$ cat src/rtl/conv_pkg.sv
// Shared constants and helpers for the streaming binary convolution.
package conv_pkg;

    localparam int IMG_W_DEF = 16;
    localparam int IMG_H_DEF = 16;
    localparam int K_DEF     = 3;

    function automatic int acc_width(input int k);
        return $clog2(k * k + 1);
    endfunction

    localparam int ACC_W_DEF = acc_width(K_DEF);

    typedef struct packed {
        logic                 last;
        logic [ACC_W_DEF-1:0] data;
    } out_beat_t;

endpackage

$ cat src/rtl/conv_stream_lb_popcount.sv
// Combinational popcount of window bits selected by a binary kernel mask.
module masked_popcount #(
    parameter int N     = 9,
    parameter int ACC_W = 4
) (
    input  logic [N-1:0]     window,
    input  logic [N-1:0]     mask,
    output logic [ACC_W-1:0] sum
);

    logic [N-1:0] w_hits;

    assign w_hits = window & mask;

    always_comb begin
        sum = '0;
        for (int i = 0; i < N; i++)
            sum = sum + ACC_W'(w_hits[i]);
    end

endmodule

$ cat src/rtl/conv_stream_lb.sv
// Streaming KxK binary convolution over a raster pixel stream, using K-1
// line buffers and a single registered valid/ready output stage.
module conv_stream_lb
    import conv_pkg::*;
#(
    parameter int IMG_W = IMG_W_DEF,
    parameter int IMG_H = IMG_H_DEF,
    parameter int K     = K_DEF,
    parameter int ACC_W = acc_width(K)
) (
    input  logic             clk,
    input  logic             rst_n,
    input  logic [K*K-1:0]   kernel_mask,
    input  logic             pix_valid,
    output logic             pix_ready,
    input  logic             pix_data,
    output logic             out_valid,
    input  logic             out_ready,
    output logic [ACC_W-1:0] out_data,
    output logic             out_last
);

    localparam int CW = (IMG_W > 1) ? $clog2(IMG_W) : 1;
    localparam int RW = (IMG_H > 1) ? $clog2(IMG_H) : 1;

    if (ACC_W < acc_width(K)) begin : g_acc_w_chk
        $error("conv_stream_lb: ACC_W too narrow for K*K popcount");
    end
    if (K < 2 || IMG_W < K || IMG_H < K) begin : g_geom_chk
        $error("conv_stream_lb: image must be at least KxK with K >= 2");
    end

    logic [1:0]              r_rst_sync;
    logic                    w_rst_n;
    logic [CW-1:0]           r_col;
    logic [RW-1:0]           r_row;
    logic [K-2:0][IMG_W-1:0] r_lb;
    logic [K-1:0][K-1:0]     r_win;
    logic [K-1:0][K-1:0]     w_win_nxt;
    logic [K-1:0]            w_newcol;
    logic [K*K-1:0]          r_mask;
    logic [ACC_W-1:0]        w_sum;
    logic                    w_acc;
    logic                    w_fire;
    logic                    w_col_end;
    logic                    w_row_end;
    logic                    w_first;

    // Reset asserts asynchronously but releases two clocks later, in step with clk.
    always_ff @(posedge clk or negedge rst_n) begin
        if (!rst_n) r_rst_sync <= '0;
        else        r_rst_sync <= {r_rst_sync[0], 1'b1};
    end

    assign w_rst_n   = r_rst_sync[1];
    assign pix_ready = w_rst_n && (!out_valid || out_ready);
    assign w_acc     = pix_valid && pix_ready;
    assign w_col_end = (r_col == CW'(IMG_W - 1));
    assign w_row_end = (r_row == RW'(IMG_H - 1));
    assign w_first   = (r_col == '0) && (r_row == '0);
    assign w_fire    = w_acc && (r_row >= RW'(K - 1)) && (r_col >= CW'(K - 1));

    // New rightmost column: row K-1 is the live pixel, older rows come from buffer tails.
    always_comb begin
        w_newcol        = '0;
        w_newcol[K-1]   = pix_data;
        for (int m = 0; m < K - 1; m++)
            w_newcol[K-2-m] = r_lb[m][IMG_W-1];
    end

    always_comb begin
        w_win_nxt = '0;
        for (int r = 0; r < K; r++) begin
            for (int c = 0; c < K - 1; c++)
                w_win_nxt[r][c] = r_win[r][c+1];
            w_win_nxt[r][K-1] = w_newcol[r];
        end
    end

    // Packed [row][col] flattens to bit r*K+c, matching the kernel_mask layout.
    masked_popcount #(
        .N     (K * K),
        .ACC_W (ACC_W)
    ) u_popcount (
        .window (w_win_nxt),
        .mask   (r_mask),
        .sum    (w_sum)
    );

    always_ff @(posedge clk or negedge w_rst_n) begin
        if (!w_rst_n) begin
            r_col     <= '0;
            r_row     <= '0;
            r_lb      <= '0;
            r_win     <= '0;
            r_mask    <= '1;
            out_valid <= 1'b0;
            out_data  <= '0;
            out_last  <= 1'b0;
        end else begin
            if (w_acc) begin
                r_col <= w_col_end ? '0 : r_col + 1'b1;
                if (w_col_end)
                    r_row <= w_row_end ? '0 : r_row + 1'b1;
                r_lb[0] <= {r_lb[0][IMG_W-2:0], pix_data};
                for (int i = 1; i < K - 1; i++)
                    r_lb[i] <= {r_lb[i][IMG_W-2:0], r_lb[i-1][IMG_W-1]};
                r_win <= w_win_nxt;
                if (w_first)
                    r_mask <= kernel_mask;
            end
            if (w_fire) begin
                out_valid <= 1'b1;
                out_data  <= w_sum;
                out_last  <= w_col_end && w_row_end;
            end else if (out_ready) begin
                out_valid <= 1'b0;
            end
        end
    end

endmodule
$ cat config.mk
export PLATFORM = sky130hd
export DESIGN_NAME = conv_stream_lb
export DESIGN_NICKNAME = d
export VERILOG_FILES = /design/src/rtl/conv_pkg.sv /design/src/rtl/conv_stream_lb_popcount.sv /design/src/rtl/conv_stream_lb.sv
export SDC_FILE = /design/constraint.sdc
export NUM_CORES = 1
export LEC_CHECK = 0
export CAP_MARGIN = 5
export CORE_ASPECT_RATIO = 1.4
export CORE_MARGIN = 2
export CORE_UTILIZATION = 50
export DETAILED_ROUTE_END_ITERATION = 8
export GPL_ROUTABILITY_DRIVEN = 0
export PLACE_DENSITY = 0.8
export SETUP_SLACK_MARGIN = 0.5
export SLEW_MARGIN = 10
export SYNTH_ARGS = -nofsm -noshare
export SYNTH_HDL_FRONTEND = slang
export SYNTH_SLANG_ARGS = --single-unit
$ cat constraint.sdc
create_clock -name clk -period 3.2 [get_ports clk]
set_input_delay 0.32 -clock clk [delete_from_list [all_inputs] [get_ports clk]]
set_output_delay 0.32 -clock clk [all_outputs]
set_load 0.05 [all_outputs]
### Yosys cells after proc, flatten, opt, wreduce, memory -nomap -nowiden

Cells that the tools add are included.
W data, S select, Z words.

| operators by class | value |
|---|---|
| $add $sub $neg | 10 |
| shift-type cells | 0 |
| reductions and logical operators | 13 |
| order comparisons | 2 |
| mux-type cells | 4 |
| multiply operators | 0 |
| equality and inequality tests | 2 |
| divide/modulo/power cells | 0 |
| bitwise logic cells | 1 |

Operator list:

| operator | number |
|---|---|
| $add A4 B1 Y4 | 7 |
| $and A9 B9 Y9 | 1 |
| $add A4 B1 Y4 const B | 2 |
| $eq A4 B4 Y1 const B | 2 |
| $ge A4 B2 Y1 const B | 2 |
| $logic_not A4 Y1 | 2 |
| $mux W4 | 2 |
| $logic_and A1 B1 Y1 | 6 |
| $reduce_and A2 Y1 | 2 |
| $add A1 B1 Y2 | 1 |
| $mux W1 | 2 |
| $reduce_bool A2 Y1 | 1 |
| $logic_not A1 Y1 | 1 |
| $logic_or A1 B1 Y1 | 1 |

| word-level totals | value |
|---|---|
| memory bits (read-only) | 0 |
| memories | 0 |
| bits in latches | 0 |
| bits of input ports | 14 |
| RAM bits | 0 |
| output and inout port bits | 7 |
| flip-flop bits (word level) | 66 |

### Depth between registers and ports, before layout

Gate-level depths: netlist of the first run.

| depth | value |
|---|---|
| word-level depth | 9 |
| mapped depth | 12 |
| gate-level depth less buffers | 12 |

### Cells and area by module

A second synthesis of the first run with hierarchy kept.

| unflattened totals | value |
|---|---|
| cells, all modules | 256 |
| area, all modules | 2608.8 µm² |

Modules (own cells, without submodules):

| module | area an instance (µm²) | cells each | times used |
|---|---|---|---|
| conv_stream_lb | 2386.0 | 230 | 1 |
| masked_popcount | 222.7 | 26 | 1 |

### Least setup slack after synthesis of the first run

Ideal clock, no wire load.

| path | value |
|---|---|
| kind | flip-flop to flip-flop |
| from | reg r_win[2] (netlist name) |
| to | reg out_data[2] |
| data arrival time | 3374 ps |
| cell stages (with the launch flop) | 13 |
| data required time | 3075 ps |
| slack | -299 ps |
| setup time | 125 ps |
| buffers on the path | 0 |
| cell sequence | dfrtp_1 > and2_1 > ha_1 > inv_1 > fa_1 > inv_1 > fa_1 > fa_1 > ha_1 > inv_1 > fa_1 > xnor2_1 > mux2_4 |

| between the ends | value |
|---|---|
| word-level cells in the longest chain between the ends | 9 |

RTL lines:

| what | RTL line | RTL |
|---|---|---|
| start, declared | conv_stream_lb.sv:38 | `logic [K-1:0][K-1:0] r_win;` |
| start signal, assigned | conv_stream_lb.sv:108 | `r_win <= w_win_nxt;` |
| $and A9 B9 Y9 | conv_stream_lb_popcount.sv:13 | `assign w_hits = window & mask;` |
| $add A1 B1 Y2 | conv_stream_lb_popcount.sv:18 | `sum = sum + ACC_W'(w_hits[i]);` |
| $add A4 B1 Y4 (7 in series) | conv_stream_lb_popcount.sv:18 |  |
| end signal, assigned | conv_stream_lb.sv:114 | `out_data <= w_sum;` |
| end, declared | conv_stream_lb.sv:19 | `output logic [ACC_W-1:0] out_data,` |

Every way passes these cells.
A chain may end at the register's enable or synchronous reset.

### Worst setup path after layout of the first run

| path | value |
|---|---|
| from | reg r_mask[1] |
| to | reg out_data[2] |

| between the ends | value |
|---|---|
| word-level cells in the longest chain between the ends | 9 |

RTL lines:

| what | RTL line | RTL |
|---|---|---|
| start, declared | conv_stream_lb.sv:41 | `logic [K*K-1:0] r_mask;` |
| start signal, assigned | conv_stream_lb.sv:110 | `r_mask <= kernel_mask;` |
| $and A9 B9 Y9 | conv_stream_lb_popcount.sv:13 |  |
| $add A1 B1 Y2 | conv_stream_lb_popcount.sv:18 |  |
| $add A4 B1 Y4 (7 in series) | conv_stream_lb_popcount.sv:18 |  |

Every way passes these cells.

==> results of run 1 <==
==> cell type report <==
type,instances,area share (%)
Tap cell,66,2.62
Clock buffer,12,4.92
Inverter,10,1.19
Timing Repair Buffer,23,7.06
Sequential cell,59,47.2
Multi-Input combinational cell,184,36.2
Clock inverter,4,0.793
==> power by group through the flow <==
| stage | sequential (uW) | clock, uW | combinational, uW |
|---|---|---|---|
| 2_1_floorplan | 967 | 0 | 190 |
| 3_3_place_gp | 955 | 0 | 279 |
| 3_5_place_dp | 963 | 0 | 291 |
| 4_1_cts | 950 | 624 | 293 |
| 5_1_grt | 967 | 663 | 335 |
| 6_report | 950 | 605 | 286 |
==> flip-flops by register name, indices dropped and copies added, names as in the netlist, 2 cells and up <==
| register | count |
|---|---|
| r_mask | 9 |
| r_col | 4 |
| r_win | 2 |
| out_data | 4 |
| r_lb | 32 |
| r_row | 4 |
| r_rst_sync | 2 |
==> kinds of logic (layout without fill, tap and decap cells) <==
family / count (synthesis) / count (layout) / share of synthesized area (%)
AO/OA/AOI/OAI: 16 / 16 / 3.65
XOR/XNOR: 3 / 3 / 0.983
adder cells (fa/ha/maj): 17 / 17 / 9.36
buffers and inverters: 19 / 49 / 2.85
flip-flops: 59 / 59 / 55.6
multiplexers: 11 / 11 / 4.91
other: 1 / 1 / 0.140
AND/OR/NAND/NOR: 136 / 136 / 22.5
==> worst max-delay path, stage by stage (launching register included) <==
cell	delay (ns)
dfstp_2	0.53
and2_4	0.14
ha_4	0.20
inv_2	0.05
fa_1	0.39
inv_1	0.08
fa_1	0.42
fa_1	0.53
ha_4	0.14
inv_2	0.03
fa_2	0.35
xnor2_1	0.13
mux2_4	0.26
==> through the flow <==
step	util, %	TNS (ns)	instances	setup WS, ns
2_1_floorplan	-	-0.105	262	-0.105
3_3_place_gp	57.3	-0.135	342	-0.135
3_5_place_dp	57.3	-0.262	342	-0.208
4_1_cts	61.1	-0.191	358	-0.176
5_1_grt	61.1	-0.370	358	-0.258
6_report	61.1	-0.180	358	-0.168
==> what timing repair did <==
item                       4_1_cts  5_1_grt
pin swaps                        2        0
gates resized for setup          3        0
cloned                           0        0
setup endpoints to repair        4        4
==> routing by layer <==
layer / share of wire, % / vias up / global-route usage [%]
met3: 3.7 / 12 / 5.61
met5: 0 / - / 0
met2: 49 / 28 / 28.6
met4: 2.9 / 0 / 9.20
met1: 44 / 867 / 21.1
li1: - / 879 / -
==> Yosys cell counts, drive strengths merged <==
library cell  number  share of area, %
a21o               1              0.28
a21oi              2              0.37
a22o               1              0.33
and2              10               2.4
and3               3              0.70
buf                7               1.2
clkbuf             2              0.28
conb               1              0.14
dfrtp             50                47
dfstp              9               8.8
fa                 5               3.7
ha                12               5.6
inv               10               1.4
mux2              11               4.9
nand2            110                16
nand2b             1              0.51
nand3              4              0.75
nor2               1              0.14
nor2b              1              0.23
nor4               3               1.3
o21ai              8               1.5
o31ai              3              0.84
o41ai              1              0.33
or3                3              0.70
xnor2              3              0.98
==> worst paths after layout <==
| check | depth (start not counted) | endpoint | slack [ns] | startpoint |
|---|---|---|---|---|
| worst max-delay path | 12 | out_data[2]$_DFFE_PN0P_ | -0.17 | r_mask[1]$_DFFE_PN1P_ |
| worst max register to register | 12 | out_data[2]$_DFFE_PN0P_ | -0.17 | r_mask[1]$_DFFE_PN1P_ |
| max in group asynchronous | 1 | r_lb[9]$_DFFE_PN0P_ | 2.29 | r_rst_sync[1]$_DFF_PN0_ |
| worst min register to register | 0 | r_rst_sync[1]$_DFF_PN0_ | 0.35 | r_rst_sync[0]$_DFF_PN0_ |
| worst min-delay path | 1 | r_rst_sync[0]$_DFF_PN0_ | 0.15 | rst_n |
| min in group clk | 0 | r_rst_sync[1]$_DFF_PN0_ | 0.35 | r_rst_sync[0]$_DFF_PN0_ |
==> summary.md, run 1 <==
| Metric | Value |
|---|---|
| Clk sinks | 59 |
| Peak VDD IR | 325 uV |
| Tcrit/Tclk final | 105% |
| Synth warn | 0 |
| Register area share after synthesis | 55.6% |
| Number of synthesized register bits | 59 |
| CTS Hold Buffers Added | 0 |
| Final instance area | 3150 sq um |
| H-tree lvl count | 3 |
| Routed WL | 4470 um |
| Initial Util | 51.8% |
| Largest net degree at the start of global routing | 58 |
| PnR worst setup slack | -0.168 ns |
| Critical path class | flip-flop to flip-flop |
| Netlist Area Pre-Place | 2670 sq um |
| Total GRT Usage | 17.9% |
| Routed WL per cell | 12.5 um |
| ANT cells | 0 |
| Detailed-route via count | 1786 |
| Final-report max-slew violation count | 0 |
| Layout area overhead | 18.0% |
| Worst Skew | 0.00821 ns |
| Overall power | 1840 uW |
| Crit end category | flip-flop |
| Buffers on Ports | 20 |
| Initial antenna violation count | 0 |
| Max cap viols | 0 |
| Hpwl dp | 3060 um |
| CTS tree | built |
| Sequential cell area | 1490 sq um |
| Die X-Extent | 65.8 um |
| Die Span Y | 90.5 um |
| Post-DP Area | 2960 sq um |
| Clock Latency Late Sink | 0.34 ns |
| Fmax | 297 MHz |
| Mapped Cells | 262 |
| Internal | 1290 uW |
| Setup Fix Bufs, Post-CTS | 0 |
| Commonest cells after routing, fill and taps aside | nand2_1, dfrtp_1, clkdlybuf4s50_1 |
| Post-DRT Antenna Nets | 0 |
| DRT iter0 DRCs | 124 |
| Core Area | 5160 sq um |
| Clock root buffer | clkbuf_8 |
| CP Launch Type | flip-flop |
| HP Class | input pin to asynchronous set/reset pin |
| Outcome | complete, but fails checks |
| P_sw | 551 uW |
| First-pass GRT wire length | 7990 um |
| Minimum clock period | 3.37 ns |
| Logic gate share of total power | 15.6% |
| Worst path required time | 3.43 ns |
| Unique masters post-synth | 30 |
| Max Buffers Root-to-Sink | 2 |
| Worst-Margin Slew | 0.694 ns |
| Nets | 318 |
| PwrDens | 584 nW/um^2 |
| Leak | 0.00161 uW |
| CTS clock-pin slew for the worst setup and hold paths | 0.07 ns |
| Row cnt | 31 |
| Commonest non-fill, non-tap cell in the layout | nand2_1 |
| Switching fraction of total power | 29.9% |
| Via/cell ratio | 4.99 |
| Fillers | 412 |
| Failing checks | negative setup slack |
| CP arrival | 3.59 ns |
| Final setup violation count | 2 |
| Synth Area per Inst | 10.2 sq um |
| Proportion of layout cells with a drive suffix above 1 | 17.1% |
| Clock Power Share | 32.9% |
| Global route total overflow | 0 |
| Max_slew headroom | 53.7% |
| RSZ-0062 raised after global routing | true |
| Area of the multi-input gates | 1140 sq um |
| Total CTS buffers | 9 |
| Sequential Power Share | 51.6% |
| Drt first pass iters | 5 |
| Number of I/O pins | 21 |
| WHS | 0.145 ns |
| Die area | 5960 sq um |
| Synthesized Nets | 293 |
| Final-report hold violation count | 0 |
| CP max FO | 2 |
| Post-route DRC | 0 |
| Vias in the first global route | 1812 |
(Power assumes the default switching activity.)
==> run 2, diff against run 1 <==
DONT_BUFFER_PORTS = 1   (was unset)
HOLD_SLACK_MARGIN = 0.1   (was unset)
PLACE_DENSITY = 0.75   (was 0.8)
==> run 2 against run 1 <==
Net effect: highest routed layer unchanged; largest power group unchanged; fmax down 0.26%; the run still ends with negative setup slack left; combinational power down 15%; clock power up 42%.
==> summary.md, run 2 (synthesis gave the netlist of run 1 again) <==
| Metric | Value |
|---|---|
| Clock Latency Late Sink | 0.34 ns |
| Nets | 301 |
| Die area | 5960 sq um |
| Die Span Y | 90.5 um |
| H-tree lvl count | 3 |
| GR met3 Demand/Resource | 5.36% |
| Max Buffers Root-to-Sink | 2 |
| Overall power | 2070 uW |
| Total GRT Usage | 17.3% |
| Core Area | 5160 sq um |
| Die X-Extent | 65.8 um |
| CP Launch Type | flip-flop |
| Post-route DRC | 0 |
| Max_slew headroom | 53.5% |
| Crit end category | flip-flop |
| Final-report max-slew violation count | 0 |
| CTS clock-pin slew for the worst setup and hold paths | 0.06 ns |
| PwrDens | 674 nW/um^2 |
| WHS | 0.132 ns |
| Setup TNS | -0.205 ns |
| Max reg flops | 32 |
| Buffers on Ports | 0 |
| Drt first pass iters | 4 |
| Critical path class | flip-flop to flip-flop |
| CP top delay family | adder cells |
| Worst path required time | 3.42 ns |
| HP Class | input pin to flip-flop |
| CP max FO | 2 |
| DRT iter0 DRCs | 105 |
| Detailed-route via count | 1723 |
| Final setup violation count | 2 |
| Minimum clock period | 3.38 ns |
| Routed WL | 4580 um |
| Vias in the first global route | 1758 |
| Met2 usage | 28.4% |
| Largest net degree at the start of global routing | 59 |
| Peak VDD IR | 335 uV |
| Layer with the highest usage | met2 |
| Initial Util | 51.8% |
| Number of I/O pins | 21 |
| Failing checks | negative setup slack |
| Global route total overflow | 0 |
| Total CTS buffers | 9 |
| Proportion of layout cells with a drive suffix above 1 | 20.4% |
| Layout area overhead | 14.9% |
| Leak | 0.00159 uW |
| Met1 GRT Util | 20.0% |
| CP arrival | 3.60 ns |
| Via/cell ratio | 5.05 |
| PnR worst setup slack | -0.177 ns |
| Worst-Margin Slew | 0.698 ns |
| CP bufs+invs | 3 |
| Initial antenna violation count | 0 |
| Cell mode on critical path | inv_2 |
| Slowest-stage cell, CP | dfstp_2 |
| Commonest non-fill, non-tap cell in the layout | nand2_1 |
| Clock root buffer | clkbuf_8 |
| Routed WL per cell | 13.4 um |
| CP max stage delay | 0.53 ns |
| Commonest cells after routing, fill and taps aside | nand2_1, dfrtp_1, clkbuf_8 |
| Post-DRT Antenna Nets | 0 |
| CTS tree | built |
| Biggest regs | r_lb (32), r_mask (9) |
| Biggest register | r_lb |
| Tcrit/Tclk final | 106% |
| RSZ-0062 raised after global routing | true |
| Worst Skew | 0.00581 ns |
| Fmax | 296 MHz |
| ANT cells | 0 |
| Hpwl dp | 2980 um |
| Clk sinks | 59 |
| Row cnt | 31 |
| Max cap viols | 0 |
| Outcome | complete, but fails checks |
| Crit path cell chain | and2_4, ha_4, inv_2, fa_1, inv_2, fa_2, fa_1, ha_4, inv_2, fa_2, xnor2_1, mux2_4 |
| Final-report hold violation count | 0 |
| First-pass GRT wire length | 7770 um |
run 2: power by group:
| part | switching, uW | leakage (uW) | internal (uW) |
|---|---|---|---|
| registers | 110 | 0.000760 | 857 |
| logic | 155 | 0.000701 | 88.1 |
| clock network | 283 | 0.000133 | 580 |
| total | 547 | 0.00159 | 1520 |
run 2: worst reg2reg max path, delay by kind of cell, from the launching register on:
family,cells,cell delay (ns)
adder cells (fa/ha/maj),6,2.05
XOR/XNOR,1,0.13
buffers and inverters,3,0.15
flip-flops,1,0.53
AND/OR/NAND/NOR,1,0.14
multiplexers,1,0.26
run 2: routing by layer:
layer,routed length (um),vias up
li1,-,846
met2,2320,30
met1,1960,836
met5,0,-
met3,198,11
met4,105,0
run 2: area by class of cell:
type,count,area [sq um]
repair buffers,6,50.0
clock inverters,4,95.1
inverters,10,37.5
flip-flops and latches,59,1490
fillers,436,2090
multi-input cells,184,1150
well taps,66,82.6
clock buffers,12,165
run 2: repair_timing:
| action | CTS | global route |
|---|---|---|
| hold buffers | 2 | 0 |
| resized for setup | 4 | 3 |
| setup buffers | 0 | 1 |
| hold endpoints to repair | 3 | 0 |
| pin swaps | 1 | 1 |
| setup endpoints to repair | 4 | 4 |
run 2: final timing paths:
check / startpoint / end / slack, ns / depth (start not counted)
max: r_mask[0]$_DFFE_PN1P_ / out_data[2]$_DFFE_PN0P_ / -0.18 / 12
min: kernel_mask[3] / r_mask[3]$_DFFE_PN1P_ / 0.13 / 1
max reg2reg: r_mask[0]$_DFFE_PN1P_ / out_data[2]$_DFFE_PN0P_ / -0.18 / 12
min reg2reg: r_rst_sync[0]$_DFF_PN0_ / r_rst_sync[1]$_DFF_PN0_ / 0.36 / 0
max in group asynchronous: r_rst_sync[1]$_DFF_PN0_ / r_win[2]$_DFFE_PN0P_ / 2.28 / 1
min in group asynchronous: rst_n / r_rst_sync[0]$_DFF_PN0_ / 0.21 / 1
run 2: metrics by stage:
stage / instances / utilization, % / worst slack [ns] / instance area, sq um
floorplan: 262 / - / -0.105 / 2690
global placement: 322 / 53.4 / -0.132 / 2760
finish: 341 / 59.5 / -0.177 / 3070
CTS: 340 / 59.3 / -0.193 / 3060
global route: 341 / 59.5 / -0.294 / 3070
detailed placement: 322 / 53.4 / -0.196 / 2760
==> run 3, diff against run 2 <==
SETUP_SLACK_MARGIN = 0.05   (was 0.5)
==> run 3 against run 2 <==
Net effect: the run still ends with negative setup slack left; die area unchanged; global-route usage is 0.55 points higher; clock-buffer cell count decreased by 2; non-clock buffer count up 1; cell area is 2.3% lower; critical path depth stayed put; power is 8.6% lower; utilization is 1.4 points lower; fmax is 0.32% lower; via count is 0.12% higher; register-to-register slack about the same; sequential share of layout area rose by 1.1 points; critical endpoint unchanged; largest cell class unchanged; highest routed layer unchanged.
==> summary.md, run 3 (synthesis gave the netlist of run 1 again) <==
| Metric | Value |
|---|---|
| Worst path required time | 3.43 ns |
| Worst-case reg-to-reg path depth | 12 |
| First-pass GRT wire length | 7920 um |
| Peak VDD IR | 486 uV |
| Worst Skew | 0.00557 ns |
| CTS clock-pin slew for the worst setup and hold paths | 0.07 ns |
| Post-DRT Antenna Nets | 0 |
| Total GRT Usage | 17.9% |
| Setup slack at placement | -0.200 ns |
| RSZ-0062 raised after global routing | true |
| DRT iter0 DRCs | 88 |
| Cell mode on critical path | fa_1 |
| Fillers | 417 |
| CP Launch Type | flip-flop |
| Tcrit/Tclk final | 106% |
| Total CTS buffers | 9 |
| Minimum clock period | 3.39 ns |
| Initial Util | 51.8% |
| Crit end category | flip-flop |
| Worst-Margin Slew | 0.704 ns |
| Nets | 302 |
| Die Span Y | 90.5 um |
| Clock Latency Late Sink | 0.34 ns |
| Crit path cell chain | and2_4, ha_4, inv_2, fa_1, inv_1, fa_1, fa_1, ha_2, inv_2, fa_2, xnor2_1, mux2_4 |
| Max reg flops | 32 |
| Biggest register | r_lb |
| Final-report max-slew violation count | 0 |
| Global route total overflow | 0 |
| Leak | 0.00157 uW |
| Final-report hold violation count | 0 |
| Layout area overhead | 12.3% |
| Die X-Extent | 65.8 um |
| Hold path cells | 1 |
| Drt first pass iters | 4 |
| PnR worst setup slack | -0.188 ns |
| Final non-filler cell total | 342 |
| HP Class | input pin to flip-flop |
| Initial antenna violation count | 0 |
| Vias in the first global route | 1732 |
| Sequential cell area | 1490 sq um |
| CP max stage delay | 0.53 ns |
| Die area | 5960 sq um |
| Final setup violation count | 3 |
| Via/cell ratio | 5.04 |
| CP bufs+invs | 3 |
| H-tree lvl count | 3 |
| CP arrival | 3.62 ns |
| Area of the multi-input gates | 1130 sq um |
| PwrDens | 631 nW/um^2 |
| Core Area | 5160 sq um |
| Commonest non-fill, non-tap cell in the layout | nand2_1 |
| Biggest regs | r_lb (32), r_mask (9) |
| Post-DP Area | 2750 sq um |
| Clock root buffer | clkbuf_8 |
| Routed WL per cell | 13.6 um |
| Outcome | complete, but fails checks |
| CP top delay family | adder cells |
| Max Buffers Root-to-Sink | 2 |
| Slowest-stage cell, CP | dfstp_2 |
| Largest net degree at the start of global routing | 59 |
| ANT cells | 0 |
| Worst path depth | 12 |
| Max cap viols | 0 |
| Proportion of layout cells with a drive suffix above 1 | 19.2% |
| CTS tree | built |
| Number of I/O pins | 21 |
| Hpwl dp | 3020 um |
| Buffers on Ports | 0 |
| Clk sinks | 59 |
| Post-route DRC | 0 |
| Detailed-route via count | 1725 |
| Post-Place Cells | 322 |
| Commonest cells after routing, fill and taps aside | nand2_1, dfrtp_1, ha_1, clkbuf_8 |
| Row cnt | 31 |
| Overall power | 1890 uW |
| Critical path class | flip-flop to flip-flop |
| Max_slew headroom | 52.7% |
| Fmax | 295 MHz |
| Routed WL | 4650 um |
| Failing checks | negative setup slack |
| Final instance area | 3000 sq um |
| CP max FO | 2 |
## run 3: report_power, final
| part | switching (uW) | total, uW | internal [uW] |
|---|---|---|---|
| registers | 112 | 969 | 857 |
| clock network | 305 | 685 | 380 |
| logic | 151 | 240 | 88.2 |
## run 3: layer usage
| metal | vias to the layer above | global-route usage (%) | wire, um |
|---|---|---|---|
| li1 | 845 | - | - |
| met1 | 843 | 20.8 | 1990 |
| met2 | 28 | 28.6 | 2400 |
| met3 | 9 | 4.99 | 158 |
| met4 | 0 | 10.9 | 104 |
| met5 | - | 0 | 0 |
## run 3: cell type report
cell class / count / share of cell area (%)
clock buffers: 10 / 4.59
clock inverters: 6 / 2.17
inverters: 10 / 1.25
multi-input cells: 184 / 37.7
flip-flops and latches: 59 / 49.6
well taps: 66 / 2.75
repair buffers: 7 / 1.92
## run 3: timing repair
item,in CTS,in global routing
endpoints found under the setup margin,3,3
pin swaps,2,0
setup buffers,1,1
resized for setup,3,0
hold endpoints to repair,3,0
hold buffers,2,0
## run 3: worst paths after layout
check,end,slack (ns),start
max in group asynchronous,r_lb[25]$_DFFE_PN0P_,2.29,r_rst_sync[1]$_DFF_PN0_
hold / removal,r_mask[4]$_DFFE_PN1P_,0.13,kernel_mask[4]
min in group asynchronous,r_rst_sync[0]$_DFF_PN0_,0.20,rst_n
hold reg to reg,r_rst_sync[1]$_DFF_PN0_,0.35,r_rst_sync[0]$_DFF_PN0_
setup / recovery,out_data[2]$_DFFE_PN0P_,-0.19,r_mask[1]$_DFFE_PN1P_
setup reg to reg,out_data[2]$_DFFE_PN0P_,-0.19,r_mask[1]$_DFFE_PN1P_
## run 3: metrics by stage
step	setup TNS, ns	hold WS, ns	util [%]
2_1_floorplan	-0.113	0.0244	-
3_3_place_gp	-0.145	0.0245	53.2
3_5_place_dp	-0.251	0.0245	53.2
4_1_cts	-0.214	0.109	58.0
5_1_grt	-0.604	0.114	58.2
6_report	-0.265	0.126	58.2
